**config.mk**
```make
export PLATFORM = sky130hd
export DESIGN_NAME = time_setter
export DESIGN_NICKNAME = d
export VERILOG_FILES = /design/src/rtl/time_setter.sv
export SDC_FILE = /design/constraint.sdc
export NUM_CORES = 1
export LEC_CHECK = 0
export BUFFER_PORTS_ARGS = -buffer_cell sky130_fd_sc_hd__buf_2
export CORE_MARGIN = 10
export CORE_UTILIZATION = 40
export CTS_CLUSTER_SIZE = 14
export DETAILED_ROUTE_END_ITERATION = 8
export SLEW_MARGIN = 10
export SYNTH_ARGS = -nofsm -noshare
export SYNTH_HDL_FRONTEND = slang
export SYNTH_SLANG_ARGS = --single-unit
```
**constraint.sdc**
```tcl
create_clock -name clk -period 10 [get_ports clk]
set_clock_uncertainty 0.05 [all_clocks]
set_input_delay 0 -clock clk [delete_from_list [all_inputs] [get_ports clk]]
set_output_delay 0 -clock clk [all_outputs]
set_load 0.05 [all_outputs]
```
**src/rtl/time_setter.sv**
```systemverilog
//==============================================================================
// Module   : time_setter
// Purpose  : Button conditioning and digit-wise time editor producing load
//            values, a load strobe and blink control for the display.
// Revision : 1.0 - initial release
//==============================================================================
`default_nettype none

module time_setter #(
    parameter int unsigned DEBOUNCE_CYCLES   = 2000000,
    parameter int unsigned BLINK_HALF_CYCLES = 25000000
) (
    input  logic       clk,
    input  logic       reset,
    input  logic       set_mod,
    input  logic       left,
    input  logic       right,
    input  logic       up,
    input  logic       down,
    input  logic [5:0] cur_hours,
    input  logic [5:0] cur_minutes,
    input  logic [5:0] cur_seconds,
    output logic [5:0] set_hours,
    output logic [5:0] set_minutes,
    output logic [5:0] set_seconds,
    output logic       set_valid,
    output logic       editing,
    output logic [2:0] pos,
    output logic [5:0] blink_mask
);

    localparam int unsigned DB_W = (DEBOUNCE_CYCLES > 1) ? $clog2(DEBOUNCE_CYCLES) : 1;
    localparam int unsigned BL_W = (BLINK_HALF_CYCLES > 1) ? $clog2(BLINK_HALF_CYCLES) : 1;
    localparam logic [DB_W-1:0] DB_LAST = DB_W'(DEBOUNCE_CYCLES - 1);
    localparam logic [BL_W-1:0] BL_LAST = BL_W'(BLINK_HALF_CYCLES - 1);

    // Button index: 0 set_mod, 1 left, 2 right, 3 up, 4 down
    logic [4:0] raw;
    logic [4:0] sync1;
    logic [4:0] sync2;
    logic [4:0] level;
    logic [4:0] rise;
    logic [4:0] fall;

    assign raw = {down, up, right, left, set_mod};

    always_ff @(posedge clk or negedge reset) begin
        if (!reset) begin
            sync1 <= '0;
            sync2 <= '0;
        end else begin
            sync1 <= raw;
            sync2 <= sync1;
        end
    end

    for (genvar i = 0; i < 5; i++) begin : g_debounce
        logic [DB_W-1:0] cnt;
        logic            lvl;
        logic            rs;
        logic            fl;

        always_ff @(posedge clk or negedge reset) begin
            if (!reset) begin
                cnt <= '0;
                lvl <= 1'b0;
                rs  <= 1'b0;
                fl  <= 1'b0;
            end else begin
                rs <= 1'b0;
                fl <= 1'b0;
                if (sync2[i] == lvl) begin
                    cnt <= '0;
                end else if (cnt == DB_LAST) begin
                    cnt <= '0;
                    lvl <= sync2[i];
                    rs  <= sync2[i];
                    fl  <= ~sync2[i];
                end else begin
                    cnt <= cnt + 1'b1;
                end
            end
        end

        assign level[i] = lvl;
        assign rise[i]  = rs;
        assign fall[i]  = fl;
    end

    // Steps one BCD-style digit of a field; hours also clamp ones when tens hits 2.
    function automatic logic [5:0] edit_digit(
        input logic [5:0] v,
        input logic       tens_sel,
        input logic       is_hours,
        input logic       inc
    );
        logic [5:0] tens;
        logic [5:0] ones;
        logic [5:0] top;
        tens = v / 6'd10;
        ones = v % 6'd10;
        if (tens_sel) begin
            top = is_hours ? 6'd2 : 6'd5;
            if (inc) tens = (tens >= top) ? 6'd0 : tens + 6'd1;
            else     tens = (tens == 6'd0) ? top : tens - 6'd1;
            if (is_hours && tens == 6'd2 && ones > 6'd3) ones = 6'd3;
        end else begin
            top = (is_hours && tens == 6'd2) ? 6'd3 : 6'd9;
            if (inc) ones = (ones >= top) ? 6'd0 : ones + 6'd1;
            else     ones = (ones == 6'd0) ? top : ones - 6'd1;
        end
        return tens * 6'd10 + ones;
    endfunction

    typedef enum logic [1:0] {
        RUN    = 2'd0,
        EDIT   = 2'd1,
        COMMIT = 2'd2
    } state_t;

    state_t      state;
    state_t      state_nxt;
    logic [5:0]  hours_nxt;
    logic [5:0]  minutes_nxt;
    logic [5:0]  seconds_nxt;
    logic [2:0]  pos_nxt;
    logic        key_act;
    logic [5:0]  field_val;
    logic [5:0]  field_new;
    logic [BL_W-1:0] blink_cnt;
    logic        phase;

    always_comb begin
        case (pos[2:1])
            2'd0:    field_val = set_seconds;
            2'd1:    field_val = set_minutes;
            default: field_val = set_hours;
        endcase
        field_new = edit_digit(field_val, pos[0], pos[2], level[3] & rise[3]);
    end

    always_comb begin
        state_nxt   = state;
        hours_nxt   = set_hours;
        minutes_nxt = set_minutes;
        seconds_nxt = set_seconds;
        pos_nxt     = pos;
        key_act     = 1'b0;
        case (state)
            RUN: begin
                if (rise[0]) begin
                    state_nxt   = EDIT;
                    hours_nxt   = cur_hours;
                    minutes_nxt = cur_minutes;
                    seconds_nxt = cur_seconds;
                    pos_nxt     = 3'd0;
                end
            end
            EDIT: begin
                if (fall[0]) begin
                    state_nxt = COMMIT;
                end else if (rise[1]) begin
                    key_act = 1'b1;
                    pos_nxt = (pos == 3'd5) ? 3'd0 : pos + 3'd1;
                end else if (rise[2]) begin
                    key_act = 1'b1;
                    pos_nxt = (pos == 3'd0) ? 3'd5 : pos - 3'd1;
                end else if (rise[3] || rise[4]) begin
                    key_act = 1'b1;
                    case (pos[2:1])
                        2'd0:    seconds_nxt = field_new;
                        2'd1:    minutes_nxt = field_new;
                        default: hours_nxt   = field_new;
                    endcase
                end
            end
            COMMIT: state_nxt = RUN;
            default: state_nxt = RUN;
        endcase
    end

    always_ff @(posedge clk or negedge reset) begin
        if (!reset) begin
            state       <= RUN;
            set_hours   <= '0;
            set_minutes <= '0;
            set_seconds <= '0;
            pos         <= '0;
        end else begin
            state       <= state_nxt;
            set_hours   <= hours_nxt;
            set_minutes <= minutes_nxt;
            set_seconds <= seconds_nxt;
            pos         <= pos_nxt;
        end
    end

    // Phase 0 = digit visible; the counter only advances while editing.
    always_ff @(posedge clk or negedge reset) begin
        if (!reset) begin
            blink_cnt <= '0;
            phase     <= 1'b0;
        end else if (state != EDIT || key_act) begin
            blink_cnt <= '0;
            phase     <= 1'b0;
        end else if (blink_cnt == BL_LAST) begin
            blink_cnt <= '0;
            phase     <= ~phase;
        end else begin
            blink_cnt <= blink_cnt + 1'b1;
        end
    end

    assign set_valid  = (state == COMMIT);
    assign editing    = (state == EDIT);
    assign blink_mask = (state == EDIT && phase) ? (6'd1 << pos) : 6'd0;

endmodule

`default_nettype wire

```
==> Yosys cells after proc, flatten, opt, wreduce, memory -nomap -nowiden <==
Index checks and enable logic that the tools add are counted.
Widths: inputs -> output; s select.
{ "op_classes": {"addsub": 13, "mul": 1, "n_div": 2, "magnitude_cmp": 3, "n_eq_ne": 28, "n_shift": 1, "mux": 76, "bitwise_logic": 8, "reduce_logical": 24} }
{ "op_table": {"columns": ["operator", "count"], "rows": [
  ["$mux 21", 10],
  ["$mux 6", 29],
  ["$add 21x1->21 const B", 5],
  ["$eq 21x21->1 const B", 5],
  ["$mux 25", 2],
  ["$pmux 6 s2", 4],
  ["$add 25x1->25 const B", 1],
  ["$eq 25x25->1 const B", 1],
  ["$mux 3", 7],
  ["$reduce_and 7->1", 3],
  ["$mux 1", 19],
  ["$add 6x1->6 const B", 2],
  ["$eq 6x2->1 const B", 2],
  ["$logic_not 6->1", 2],
  ["$reduce_and 2->1", 6],
  ["$sub 6x1->6 const B", 2],
  ["$ne 2x1->1 const B", 5],
  ["$ne 2x2->1 const B", 5],
  ["$not 1->1", 7],
  ["$add 6x6->6", 1],
  ["$div 6x4->6 const B", 1],
  ["$ge 6x3->1", 1],
  ["$ge 6x4->1", 1],
  ["$gt 6x2->1 const B", 1],
  ["other kinds (22)", 34]
]} }
{ "totals": {"reg_bits": 175, "in_bits": 25, "out_inout_bits": 29, "elab_cells": 181} }

==> Logic depth before layout (Yosys ltp) <==
{ "logic_depth": {"depth_word": 19, "mapped_depth": 27, "ltp_nobuf": 25} }

==> Worst setup path before layout <==
Ideal clock, no wire load.
{ "synth_path": {"kind": "flip-flop to flip-flop", "from": "register pos[1]", "to": "register set_minutes[5]", "setup_ps": 131, "t_arrival_ps": 5815, "required_time_ps": 9819, "setup_slack_ps": 4004, "stages_incl_launch_ff": 28, "path_buffers": 2, "cell_sequence": "dfrtp_1 buf_6 mux2i_1 o21a_1 buf_6 nor2_1 o32a_1 and2_1 inv_2 ha_1 nand2b_1 a21o_1 a211oi_1 o21ai_0 a221o_1 a211oi_1 a21oi_1 a22oi_1 ha_1 inv_1 fa_1 nor2b_1 o21a_1 nor2_1 xnor2_1 nor4_1 or4_1 nand3_1"} }
{ "synth_via": {"elab_chain_len": 19, "elab_cells_between_ends": 40} }
{ "synth_lines": {"columns": ["element", "line", "rtl"], "rows": [
  ["from (decl)", "28", "output logic [2:0] pos,"],
  ["from (signal assigned)", "194", "pos <= pos_nxt;"],
  ["branches (longest 19 deep; another with $div 6x4->6)", null, null],
  ["to (signal assigned)", "192", "set_minutes <= minutes_nxt;"],
  ["to (decl)", "24", "output logic [5:0] set_minutes,"]
]} }
Parallel ways; which one is timed is not known. The select of a mux whose other input is x is not followed.
A chain may end at the register's enable or synchronous reset.

==> Worst setup path after layout <==
{ "layout_path": {"from": "register pos[1]", "to": "register set_seconds[5]"} }
{ "layout_via": {"elab_chain_len": 19, "elab_cells_between_ends": 40} }
{ "layout_lines": {"columns": ["element", "line", "rtl"], "rows": [
  ["branches (longest 19 deep; another with $div 6x4->6)", null, null],
  ["to (signal assigned)", "193", "set_seconds <= seconds_nxt;"],
  ["to (decl)", "25", "output logic [5:0] set_seconds,"]
]} }
Parallel ways; which one is timed is not known. The select of a mux whose other input is x is not followed.

==> impl_metrics.py <==
metrics = {
    "routing": {
        "drc": 0,
        "via_per_inst": 5.20,
        "wl_per_cell_microns": 15.0,
        "wl_met3_microns": 604,
        "met2_length_mm": 9.72,
        "drt_iter0_drc": 429,
        "highest_layer": "met4",
        "wirelength_mm": 21.1,
        "ant_nets": 0,
        "first_pass_iters": 7,
        "vias": 7322,
        "met1_length_mm": 10.5,
    },
    "pwr": {
        "vdd_drop_max_uv": 104,
        "design_power_total_mw": 1.44,
        "p_per_area_mw_per_mm2": 133,
        "cellLeakagePower_nw": 4.60,
    },
    "global_routing": {
        "grt_usage_pct": 14.4,
        "grt_pass1_vias": 7317,
        "grt_max_degree": 84,
        "overflow": 0,
        "antenna_found_initial": 0,
        "grt_pass1_wl_mm": 36.7,
    },
    "critical_path": {
        "cp.buffers_inverters": 2,
        "reg2reg_to": "set_seconds[5]$_DFFE_PN0P_",
        "critPathArrivalTime_ps": 7080,
        "timing.rr.start": "pos[1]$_DFFE_PN0P_",
        "crit_path_max_incr_delay_ps": 790,
        "end_kind": "flop",
        "ff2ff_setup_slack_ps": 3180,
        "path_max_fanout": 16,
        "startpoint_type": "flop",
        "cp_slowest_cell": "dfrtp_1",
        "crit_family": "compound AO/OA/AOI/OAI gates",
        "crit_type": "flop to flop",
        "ff2ff_path_depth": 25,
        "required_ps": 10260,
    },
    "run_status": {
        "status": "finished, final reports clean",
    },
    "logic_synthesis": {
        "async_reset_ff_share_pct": 100,
        "syn_area_sq_mm": 0.00941,
        "synth_edf_count": 0,
        "synthCells": 1003,
        "ys_seq_area_share_pct": 46.5,
        "yosysWarnings": 0,
        "synth-seq-cells": 175,
        "ys.flop_type": "dfrtp_1",
        "syn_area_per_cell_sq_um": 9.38,
        "synth_cell_type_count": 66,
        "syn-num-nets": 1058,
    },
    "clocking": {
        "cts_buffers": 17,
        "clockRootBuffer": "clkbuf_16",
        "holdBufCountCts": 24,
        "postCtsSetupRepairBufs": 0,
        "htree_levels": 4,
        "insertion_delay_ps": 440,
        "clk_pin_slew_ps": 70,
        "tritoncts": "yes",
        "post_cts_resize_count": 0,
        "cts_sinks": 175,
        "clock_path_buffers": 2,
    },
    "die": {
        "row_count": 56,
        "die_w_microns": 173,
        "dieArea_sq_mm": 0.0301,
        "initial_utilization_pct": 40.3,
        "io_pins": 54,
        "core-area_sq_mm": 0.0233,
        "die_y_microns": 173,
    },
    "timing": {
        "setup_viol_count_final": 0,
        "fin_tns_setup_ps": 0,
        "drv_slew": 0,
        "grt_setup_unrepaired": "false",
        "finalWorstSetupSlack_ps": 3180,
        "tightest_slew_ps": 1060,
        "hold_viol": 0,
        "maxSlewHeadroom_pct": 28.9,
        "fmax_mhz": 147,
        "final.min_clock_period_ps": 6820,
        "finalCritPeriodShare_pct": 68.2,
    },
    "final_layout": {
        "final_core_util_pct": 46.4,
        "multiInputGateArea_sq_mm": 0.00481,
        "n_antenna_cell": 0,
        "nets": 1131,
        "area_growth_pct": 15.1,
        "regArea_sq_mm": 0.00438,
        "n_fill_cell": 2258,
        "drive_above_1_share_pct": 10.1,
        "fin_cells": 1408,
    },
    "placed_design": {
        "dp_hpwl_mm": 14.8,
        "dp_slack_ps": 3250,
        "gp_congestion": 0.924,
        "placed_cells": 1352,
        "portBuffers": 53,
    },
    "flow_run": {
        "cap_viol_max_count": 0,
    },
    "worst_hold_path": {
        "hold_path.class": "primary input to async pin",
    },
}
-- sequential cells by signal, summed over array words and instances, names as in the netlist, 3 cells and up --
signal / cells
g_debounce.rs: 5
set_hours: 6
g_debounce.cnt: 105
sync2: 5
sync1: 5
blink_cnt: 25
pos: 3
set_minutes: 6
set_seconds: 6
g_debounce.lvl: 5
-- synth_stat cells (all sizes together), types with 3 or more instances --
library cell | number | area share, %
nor4 | 10 | 0.66
a21oi | 49 | 2.7
and2 | 11 | 0.73
xor2 | 75 | 7.0
ha | 29 | 3.9
or2 | 3 | 0.20
o21a | 6 | 0.49
a221o | 3 | 0.32
inv | 20 | 0.80
nor3 | 16 | 0.85
nand3 | 60 | 3.2
nor2b | 6 | 0.40
a22oi | 3 | 0.24
buf | 6 | 0.53
o31a | 3 | 0.28
a21o | 4 | 0.32
or4 | 3 | 0.24
and3 | 36 | 2.4
or3 | 19 | 1.3
xnor2 | 40 | 3.7
a211o | 5 | 0.47
o31ai | 6 | 0.48
nand4 | 19 | 1.3
and4 | 9 | 0.84
nand2 | 96 | 3.8
dfrtp | 175 | 47
mux2i | 8 | 0.85
a211oi | 4 | 0.32
nand2b | 6 | 0.40
clkbuf | 23 | 0.92
o21ai | 45 | 2.6
o211ai | 8 | 0.64
nor4b | 6 | 0.56
nor2 | 148 | 5.9
a31oi | 5 | 0.49
nor3b | 7 | 0.56
mux2 | 6 | 0.72
-- per-stage QoR --
stage               area [sq um]  hold WS [ps]
floorplan                   9410          -346
global placement            9990          57.7
detailed placement          9990          59.4
CTS                        10800           127
global route               10800           138
finish                     10800          89.7
-- placed cells by master, fill, tap and decap left out, types with 8 or more instances in the layout --
master and count:
dfrtp_1 175, nor2_1 148, nand2_1 96, xor2_1 75, nand3_1 60, buf_2 52
a21oi_1 48, xnor2_1 40, o21ai_0 39, and3_1 36, ha_1 29, dlygate4sd3_1 24
nand4_1 19, or3_1 19, inv_1 18, clkbuf_16 17, nor3_1 16, and2_1 11
nor4_1 10, and4_1 9, mux2i_1 8, o211ai_1 8
-- kinds of logic after synthesis --
logic type               synth area share [%]
flip-flops                               46.5
XOR/XNOR                                 10.7
AND/OR/NAND/NOR                          24.0
adder cells (fa/ha/maj)                  4.19
AO/OA/AOI/OAI                            10.7
buffers and inverters                    2.29
multiplexers                             1.57
-- final cells by class --
type,count,area share (%)
timing repair buffer,83,5.14
multi-input combinational,778,44.5
clock inverter,15,1.60
inverter,21,0.728
clock buffer,17,3.93
tap,319,3.69
sequential,175,40.5
-- metal layers --
layer	vias up	GRT usage (%)
met5	-	0
met3	29	2.64
li1	3653	-
met4	0	4.28
met1	3530	19.8
met2	110	22.8
-- worst max-delay path by stage --
stage / startpoint / endpoint / cells after the start
after CTS: pos[1]$_DFFE_PN0P_ / set_minutes[5]$_DFFE_PN0P_ / 25
after floorplan: pos[1]$_DFFE_PN0P_ / set_minutes[5]$_DFFE_PN0P_ / 27
after global routing: pos[1]$_DFFE_PN0P_ / set_minutes[5]$_DFFE_PN0P_ / 25
after global placement: pos[1]$_DFFE_PN0P_ / set_hours[5]$_DFFE_PN0P_ / 25
after detailed placement: pos[1]$_DFFE_PN0P_ / set_seconds[5]$_DFFE_PN0P_ / 25
final: pos[1]$_DFFE_PN0P_ / set_seconds[5]$_DFFE_PN0P_ / 25
-- report_power, final --
part / switching, mW / internal (mW)
combinational: 0.0281 / 0.0167
sequential: 0.00685 / 0.714
clock: 0.315 / 0.357
Power figures use the tool's default switching activity.
